==> config.mk <==
export PLATFORM = sky130hd
export DESIGN_NAME = nco_bin_sched
export DESIGN_NICKNAME = d
export VERILOG_FILES = /design/src/rtl/nco_pkg.sv /design/src/rtl/nco_bin_cnt.sv /design/src/rtl/nco_bin_sched.sv
export SDC_FILE = /design/constraint.sdc
export NUM_CORES = 1
export LEC_CHECK = 0
export ABC_AREA = 1
export CORE_MARGIN = 10
export CORE_UTILIZATION = 50
export DETAILED_ROUTE_END_ITERATION = 8
export DONT_BUFFER_PORTS = 1
export GPL_ROUTABILITY_DRIVEN = 1
export HOLD_SLACK_MARGIN = 0.1
export MAX_ROUTING_LAYER = met4
export PLACE_DENSITY_LB_ADDON = 0.3
export SETUP_SLACK_MARGIN = 0.1
export SYNTH_ARGS = -nofsm -noshare
export SYNTH_HDL_FRONTEND = slang
export SYNTH_SLANG_ARGS = --single-unit
==> constraint.sdc <==
create_clock -name CK -period 2.8 [get_ports CK]
set_clock_uncertainty 0.05 [all_clocks]
set_input_delay 0.7 -clock CK [delete_from_list [all_inputs] [get_ports CK]]
set_output_delay 0.7 -clock CK [all_outputs]
set_load 0.01 [all_outputs]
==> src/rtl/nco_pkg.sv <==
// Shared definitions for the rotating-NCO datapath: scheduler state
// encoding, bin-row width and the NCO settle constant used by the NCO,
// MAC and scheduler blocks.
package nco_pkg;

    localparam int VPOS_W     = 9;
    localparam int NCO_SETTLE = 6;
    localparam int CNT_W      = 16;

    typedef enum logic [2:0] {
        ST_IDLE   = 3'd0,
        ST_START  = 3'd1,
        ST_SETTLE = 3'd2,
        ST_ACCUM  = 3'd3,
        ST_DRAIN  = 3'd4,
        ST_RESULT = 3'd5
    } sched_state_e;

endpackage

==> src/rtl/nco_bin_cnt.sv <==
// Loadable down-counter with terminal-count flag. One instance times the
// settle, accumulate and drain phases of each bin in turn.
module nco_bin_cnt
    import nco_pkg::*;
#(
    parameter int W = CNT_W
) (
    input  logic         clk,
    input  logic         rst_n,
    input  logic         load,
    input  logic [W-1:0] load_val,
    output logic [W-1:0] cnt,
    output logic         tc
);

    // Count register: load wins, otherwise count down and rest at zero.
    always_ff @(posedge clk or negedge rst_n) begin
        if (!rst_n) begin
            cnt <= {W{1'b0}};
        end else if (load) begin
            cnt <= load_val;
        end else if (cnt != {W{1'b0}}) begin
            cnt <= cnt - W'(1);
        end else begin
            cnt <= cnt;
        end
    end

    assign tc = (cnt == {W{1'b0}});

endmodule

==> src/rtl/nco_bin_sched.sv <==
// Bin sequencer for the 4-phasor rotating NCO. Sweeps bin rows
// V_FIRST..V_LAST per frame: start pulse, NCO settle, N_SAMP accumulate
// cycles with read addresses, MAC drain, then a valid/ready result hand-off.
// Optional feature: define NCO_BIN_SCHED_PINGPONG_EN to add the BANK output
// (sample-buffer bank select, toggling at the end of every frame).
module nco_bin_sched
    import nco_pkg::*;
#(
    parameter int N_SAMP  = 512,
    parameter int AW      = 9,
    parameter int SETTLE  = NCO_SETTLE,
    parameter int ACC_LAT = 3,
    parameter int V_FIRST = 0,
    parameter int V_LAST  = 127
) (
    input  logic              CK,
    input  logic              RSTN,
    input  logic              FRAME_GO,
    output logic              NCO_START,
    output logic [VPOS_W-1:0] NCO_VPOS,
    output logic              ACC_CLR,
    output logic              ACC_EN,
    output logic [AW-1:0]     RD_ADDR,
    output logic              RES_VALID,
    input  logic              RES_READY,
    output logic [VPOS_W-1:0] RES_VPOS,
    output logic              BUSY,
    output logic              FRAME_DONE
`ifdef NCO_BIN_SCHED_PINGPONG_EN
    ,
    output logic              BANK
`endif
);

    localparam logic [VPOS_W-1:0] V_FIRST_V = VPOS_W'(V_FIRST);
    localparam logic [VPOS_W-1:0] V_LAST_V  = VPOS_W'(V_LAST);

    // Degenerate phase lengths skip the corresponding state entirely.
    localparam sched_state_e AFTER_START = (SETTLE > 1)  ? ST_SETTLE : ST_ACCUM;
    localparam sched_state_e AFTER_ACCUM = (ACC_LAT > 0) ? ST_DRAIN  : ST_RESULT;

    sched_state_e     state_r;
    sched_state_e     state_n;
    logic             accept_s;
    logic             last_s;
    logic             cnt_load_s;
    logic [CNT_W-1:0] cnt_load_val_s;
    logic [CNT_W-1:0] cnt_val_s;
    logic             cnt_tc_s;

    assign accept_s = (state_r == ST_RESULT) && RES_READY;
    assign last_s   = (NCO_VPOS == V_LAST_V);

    nco_bin_cnt #(
        .W (CNT_W)
    ) u_cnt (
        .clk      (CK),
        .rst_n    (RSTN),
        .load     (cnt_load_s),
        .load_val (cnt_load_val_s),
        .cnt      (cnt_val_s),
        .tc       (cnt_tc_s)
    );

    // Next-state logic; FRAME_GO is ignored while the done pulse is out.
    always_comb begin
        state_n = state_r;
        case (state_r)
            ST_IDLE: begin
                if (FRAME_GO && !FRAME_DONE) state_n = ST_START;
                else                         state_n = ST_IDLE;
            end
            ST_START: begin
                state_n = AFTER_START;
            end
            ST_SETTLE: begin
                if (cnt_tc_s) state_n = ST_ACCUM;
                else          state_n = ST_SETTLE;
            end
            ST_ACCUM: begin
                if (cnt_tc_s) state_n = AFTER_ACCUM;
                else          state_n = ST_ACCUM;
            end
            ST_DRAIN: begin
                if (cnt_tc_s) state_n = ST_RESULT;
                else          state_n = ST_DRAIN;
            end
            ST_RESULT: begin
                if (accept_s && last_s) state_n = ST_IDLE;
                else if (accept_s)      state_n = ST_START;
                else                    state_n = ST_RESULT;
            end
            default: begin
                state_n = ST_IDLE;
            end
        endcase
    end

    // Phase counter reload on entry to each timed phase (length minus one).
    always_comb begin
        cnt_load_val_s = {CNT_W{1'b0}};
        case (state_n)
            ST_SETTLE: cnt_load_val_s = CNT_W'(SETTLE - 2);
            ST_ACCUM:  cnt_load_val_s = CNT_W'(N_SAMP - 1);
            ST_DRAIN:  cnt_load_val_s = CNT_W'(ACC_LAT - 1);
            default:   cnt_load_val_s = {CNT_W{1'b0}};
        endcase
        if (state_n != state_r) begin
            cnt_load_s = (state_n == ST_SETTLE) || (state_n == ST_ACCUM) ||
                         (state_n == ST_DRAIN);
        end else begin
            cnt_load_s = 1'b0;
        end
    end

    // State register and outputs registered from the next state.
    always_ff @(posedge CK or negedge RSTN) begin
        if (!RSTN) begin
            state_r    <= ST_IDLE;
            NCO_START  <= 1'b0;
            ACC_CLR    <= 1'b0;
            ACC_EN     <= 1'b0;
            RD_ADDR    <= {AW{1'b0}};
            RES_VALID  <= 1'b0;
            RES_VPOS   <= {VPOS_W{1'b0}};
            BUSY       <= 1'b0;
            FRAME_DONE <= 1'b0;
        end else begin
            state_r    <= state_n;
            NCO_START  <= (state_n == ST_START);
            ACC_CLR    <= (state_n == ST_START);
            ACC_EN     <= (state_n == ST_ACCUM);
            RES_VALID  <= (state_n == ST_RESULT);
            BUSY       <= (state_n != ST_IDLE);
            FRAME_DONE <= accept_s && last_s;
            if ((state_r == ST_ACCUM) && (state_n == ST_ACCUM)) begin
                RD_ADDR <= RD_ADDR + AW'(1);
            end else begin
                RD_ADDR <= {AW{1'b0}};
            end
            if (state_n == ST_RESULT) begin
                RES_VPOS <= NCO_VPOS;
            end else begin
                RES_VPOS <= {VPOS_W{1'b0}};
            end
        end
    end

    // Bin row advances only on result acceptance, so it is stable through ACCUM.
    always_ff @(posedge CK or negedge RSTN) begin
        if (!RSTN) begin
            NCO_VPOS <= V_FIRST_V;
        end else if (accept_s && last_s) begin
            NCO_VPOS <= V_FIRST_V;
        end else if (accept_s) begin
            NCO_VPOS <= NCO_VPOS + VPOS_W'(1);
        end else begin
            NCO_VPOS <= NCO_VPOS;
        end
    end

`ifdef NCO_BIN_SCHED_PINGPONG_EN
    // Bank select flips together with the frame-done pulse.
    always_ff @(posedge CK or negedge RSTN) begin
        if (!RSTN) begin
            BANK <= 1'b0;
        end else if (accept_s && last_s) begin
            BANK <= ~BANK;
        end else begin
            BANK <= BANK;
        end
    end
`endif

endmodule
* Word level (Yosys, flattened, before mapping)
Cells that the tools add are included.
W data, S select, Z words.
** Word-level totals
- Register bits after elaboration :: 51
- Latch bits :: 0
- Memory bits (writable) :: 0
- Bits in read-only memories :: 0
- Bits of input ports :: 4
- Output and inout port bits :: 33
- Memories kept :: 0
** Operators by class
- Add/subtract/negate cells :: 3
- $mul :: 0
- Divide/modulo/power cells :: 0
- Magnitude comparators :: 0
- Equal/unequal tests :: 12
- Shifts and indexed selects :: 0
- Muxes and demuxes :: 15
- Bitwise gates (word level) :: 0
- Reductions and logical operators :: 13
** Operators with widths (number)
- $mux W9 :: 4
- $mux W16 :: 2
- $pmux W9 S3 :: 1
- $add A9 B1 Y9 const B :: 2
- $pmux W3 S6 :: 1
- $logic_not A16 Y1 :: 1
- $reduce_bool A16 Y1 :: 1
- $sub A16 B1 Y16 const B :: 1
- $eq A3 B2 Y1 const B :: 4
- $eq A3 B3 Y1 const B :: 4
- $eq A9 B7 Y1 const B :: 1
- $mux W3 :: 3
- $eq A3 B1 Y1 const B :: 2
- $logic_and A1 B1 Y1 :: 4
- $mux W1 :: 4
- $reduce_bool A2 Y1 :: 2
- $logic_not A3 Y1 :: 1
- $ne A3 B3 Y1 :: 1
- $reduce_bool A3 Y1 :: 1
- $logic_or A1 B1 Y1 :: 2
- $logic_not A1 Y1 :: 1

* Depth between registers and ports, before layout
- Depth after elaboration :: 10
- Mapped depth :: 14

* By module
From an unflattened synthesis, not the netlist that was laid out.
** Second synthesis, totals
- Cells, all modules :: 334
- Area total of the unflattened synthesis :: 2750.1 um^2
** By module, submodules not included
- nco_bin_sched :: times used 1, cells an instance 167, area an instance 1565.3 um^2, sequential area each 875.8 um^2
- nco_bin_cnt :: times used 1, cells an instance 167, area an instance 1184.9 um^2, sequential area each 400.4 um^2

* Least setup slack after synthesis
No wires, ideal clock.
- Path type :: input port to flip-flop
- Start :: input RES_READY
- End :: register u_cnt.cnt[2]
- Library setup time :: 0.119 ns
- Data arrival time :: 1.754 ns
- Path slack :: 0.877 ns
- Stages :: 10
- Cells stage by stage :: inv_1 nor2_8 nand3_4 a21oi_4 nand3_4 nand2_4 nand2_8 buf_12 nand3_1 o21ai_2
** Between the ends
- Word-level cells in the longest chain between the ends :: 9
- Elaborated cells on any way between the ends :: 15
** Ends and longest elaborated chain
- start, declared :: line nco_bin_sched.sv:25 : input logic RES_READY,
- $logic_and A1 B1 Y1 * :: line nco_bin_sched.sv:51 : assign accept_s = (state_r == ST_RESULT) && RES_READY;
- $mux W3 or $logic_and A1 B1 Y1 (tied branches) :: line nco_bin_sched.sv:90, nco_bin_sched.sv:89
- $mux W3 * :: line nco_bin_sched.sv:89 : if (accept_s && last_s) state_n = ST_IDLE;
- $pmux W3 S6 * :: line nco_bin_sched.sv:68 : case (state_r)
- $eq A3 B2 Y1 :: line nco_bin_sched.sv:102, nco_bin_sched.sv:109
- $logic_or A1 B1 Y1 (2 in a row) :: line nco_bin_sched.sv:109 : cnt_load_s = (state_n == ST_SETTLE) || (state_n == ST_ACCUM) ||
- $mux W1 :: line nco_bin_sched.sv:108 : if (state_n != state_r) begin
- $mux W16 or $reduce_bool A2 Y1 (tied branches)
- end signal, assigned :: line nco_bin_cnt.sv:19 : cnt <= {W{1'b0}};
- end signal, assigned :: line nco_bin_cnt.sv:21 : cnt <= load_val;
- end signal, assigned :: line nco_bin_cnt.sv:23 : cnt <= cnt - W'(1);
- end, declared :: line nco_bin_cnt.sv:12 : output logic [W-1:0] cnt,
Every way passes the cells marked *; elsewhere a longest branch is shown, timed or not.
A chain may end at the register's enable or synchronous reset.

* Final worst setup path
- Start :: register NCO_VPOS[0]
- End :: register u_cnt.cnt[1]
** Between the ends
- Word-level cells in the longest chain between the ends :: 9
- Elaborated cells on any way between the ends :: 14
** Ends and longest elaborated chain
- start, declared :: line nco_bin_sched.sv:20 : output logic [VPOS_W-1:0] NCO_VPOS,
- start signal, assigned :: line nco_bin_sched.sv:156 : NCO_VPOS <= NCO_VPOS + VPOS_W'(1);
- $eq A9 B7 Y1 * :: line nco_bin_sched.sv:52 : assign last_s = (NCO_VPOS == V_LAST_V);
- $logic_and A1 B1 Y1 * :: line nco_bin_sched.sv:89
- $mux W3 * :: line nco_bin_sched.sv:89
- $pmux W3 S6 * :: line nco_bin_sched.sv:68
- $eq A3 B2 Y1 :: line nco_bin_sched.sv:102, nco_bin_sched.sv:109
- $logic_or A1 B1 Y1 (2 in a row) :: line nco_bin_sched.sv:109
- $mux W1 :: line nco_bin_sched.sv:108
- $mux W16 or $reduce_bool A2 Y1 (tied branches)
Marked as above.

==> flow_metrics.env <==
export IMPL_dp_hpwl_um=3909
export IMPL_grt_pass1_vias=1848
export IMPL_leakagePower_nw=1.433
export IMPL_diodes=0
export IMPL_final_nets=316
export IMPL_ant_nets=0
export IMPL_dpl_instance_area_sq_um=2751
export IMPL_initial_core_util_pct=52.18
export IMPL_critical_path_class="reg2reg"
export IMPL_cp_top_family="simple AND/OR/NAND/NOR gates"
export IMPL_grtUsageMet2_pct=19.61
export IMPL_setup_viol=0
export IMPL_clockBufferDepth=2
export IMPL_final_common_cell="dfrtp_1"
export IMPL_wl_per_cell_um=13.43
export IMPL_cp_start_kind="flip-flop"
export IMPL_synth_area_top_cells="dfrtp_1 (47%), nand2_1 (6.5%), inv_1 (5.8%), nor2_1 (5.3%), nand3_4 (3.9%)"
export IMPL_slew_violations=0
export IMPL_via_per_inst=4.987
export IMPL_crit_buf_inv=1
export IMPL_ys_warn_count=0
export IMPL_drt_iter0_drc=109
export IMPL_cts_sinks=51
export IMPL_dieWidth_um=93.47
export IMPL_rows=26
export IMPL_cts_made_buffers=5
export IMPL_io_buffer_count=0
export IMPL_outcome="complete, no violations"
export IMPL_fin_tns_setup_ns=0
export IMPL_netlist_cell_type_count=38
export IMPL_cts_clk_slew_worst_paths_ns=0.09
export IMPL_drc=0
export IMPL_globalRouteOverflowTotal=0
export IMPL_grt_usage_pct=12.63
export IMPL_ctsRootBufferMaster="clkbuf_8"
export IMPL_fmax_mhz=478.1
export IMPL_critPathRequiredTime_ns=2.94
export IMPL_routed_wl_um=5091
export IMPL_grtUsageMet1_pct=15.24
export IMPL_syn_inst=303
export IMPL_cp_end_kind="flip-flop"
export IMPL_cp_slowest_stage_delay_ns=0.47
export IMPL_final_area_sq_um=2878
export IMPL_synth_seq_area_share_pct=47.29
export IMPL_dieArea_sq_um=8737
export IMPL_clk_latency_ns=0.30
export IMPL_synth_area_per_cell_sq_um=8.907
export IMPL_synth_nets=311
export IMPL_area_growth_pct=6.630
export IMPL_netlist_area_sq_um=2699
export IMPL_synth_top_area_share_pct=47.29
export IMPL_grt_start_max_net_pins=52
export IMPL_synth_seq_cells=51
export IMPL_relSlewSlack_pct=73.82
export IMPL_min_period_ns=2.092
export IMPL_htree_num_levels=2
export IMPL_path_depth=12
export IMPL_antenna_found_initial=0
export IMPL_drive_above_1_share_pct=15.21
export IMPL_r2r_cells=12
export IMPL_hold_violations=0
export IMPL_first_pass_iters=4
export IMPL_worstMarginPinSlew_ns=0.3896
export IMPL_grt_pass1_wl_um=8832
export IMPL_vias=1890
export IMPL_synth_top_area_cell="dfrtp_1"
export IMPL_worstPathMaxFanout=16
export IMPL_design_core_area_sq_um=5172
export IMPL_globalplace_congestion=0.8608
export IMPL_fp_dieH_um=93.47
export IMPL_rsz0062_at_grt="false"
export IMPL_busiest_layer="met2"
export IMPL_timing_max_cap_violations=0
export IMPL_grt_met3_usage_pct=4.876
export IMPL_io_pins=37
export IMPL_crit_chain="ha_1 -> nand3_1 -> nor2_1 -> nand3_4 -> a21oi_4 -> nand3_4 -> nand2_4 -> nand2_8 -> nand2_4 -> inv_4 -> nand2_1 -> nand2_1"
export IMPL_cp_arrival_ns=2.23
export IMPL_worstHoldPathType="in2async"
export IMPL_irDropWorstVdd_uv=302.1
export IMPL_min_period_over_period_pct=74.71
export IMPL_cts_tree="built"
export IMPL_final_cell_mix="dfrtp_1 (51), nand2_1 (47), inv_1 (42), nor2_1 (38), nand3_1 (20)"
export IMPL_powerDensity_nw_per_um2=779.4
export IMPL_cp_slowest_cell="dfrtp_1"
[Yosys cell counts, drive strengths merged]
library cell,n
xor2,11
a21oi,16
o21a,3
clkinv,1
nand3,27
nand2,60
nor3b,3
and3b,1
and3,3
or2,1
nor3,9
inv,47
dfrtp,51
nand3b,1
o21ai,7
ha,4
o211ai,1
nand4,3
o211a,1
nor2,47
buf,3
xnor2,2
a22oi,1
[metal layers]
metal,vias to the layer above,routed length [um]
li1,970,-
met1,881,2319
met2,33,2372
met3,6,356
met4,0,44
met5,-,0
[timing repair]
item | in CTS | in global routing
hold buffers | 1 | 0
endpoints found under the hold margin | 51 | 0
setup buffers | 0 | 0
resized for setup | 0 | 0
[report_power, final]
group	total [mW]	switching (mW)	internal, mW	leakage (nW)
clock	0.443	0.241	0.202	0.0474
sequential	1.04	0.166	0.877	0.653
combinational	0.757	0.466	0.290	0.732
[cells by family after synthesis]
kind of cell               synth area share, %
and+or+nand+nor                          31.99
AOI/OAI and AO/OA                        6.584
DFF                                      47.29
adders and majority gates                1.855
xor gates and xnor gates                 4.219
buffers and inverters                    8.066
[worst paths after layout]
kind,startpoint,endpoint,slack (ns)
setup / recovery,NCO_VPOS[0]$_DFFE_PN0P_,u_cnt.cnt[1]$_DFFE_PN0P_,0.71
hold / removal,RSTN,u_cnt.cnt[7]$_DFFE_PN0P_,0.17
setup reg to reg,NCO_VPOS[0]$_DFFE_PN0P_,u_cnt.cnt[1]$_DFFE_PN0P_,0.71
hold reg to reg,u_cnt.cnt[0]$_DFFE_PN0P_,u_cnt.cnt[0]$_DFFE_PN0P_,0.44
max in group asynchronous,RSTN,state_r[0]$_DFF_PN0_,2.29
min in group CK,u_cnt.cnt[0]$_DFFE_PN0P_,u_cnt.cnt[0]$_DFFE_PN0P_,0.44
[registers in the layout, summed over array words and instances, names as in the netlist]
register    cells
ACC_CLR         1
RES_VALID       1
RES_VPOS        9
RD_ADDR         9
ACC_EN          1
u_cnt.cnt      16
NCO_VPOS        9
FRAME_DONE      1
BUSY            1
state_r         3
[cell type report]
cell class / instances / area (sq um)
clock buffers: 6 / 82.58
fillers: 444 / 2295
multi-input cells: 201 / 1205
well taps: 70 / 87.58
inverters: 48 / 182.7
repair buffers: 1 / 27.53
flip-flops and latches: 51 / 1276
clock inverters: 2 / 16.27
[metrics by stage]
| step | utilization (%) | setup slack, ns | hold slack, ns | power, mW | std cells |
|---|---|---|---|---|---|
| 2_1_floorplan | - | 0.8775 | 0.3544 | 1.658 | 303 |
| 3_5_place_dp | 53.19 | 0.7184 | 0.3570 | 1.803 | 370 |
| 5_1_grt | 55.64 | 0.5064 | 0.1843 | 2.438 | 379 |
| 4_1_cts | 55.64 | 0.6817 | 0.1956 | 2.272 | 379 |
| 3_3_place_gp | 53.19 | 0.7800 | 0.3572 | 1.791 | 370 |
| 6_report | 55.64 | 0.7083 | 0.1733 | 2.243 | 379 |
Power figures use the tool's default switching activity.
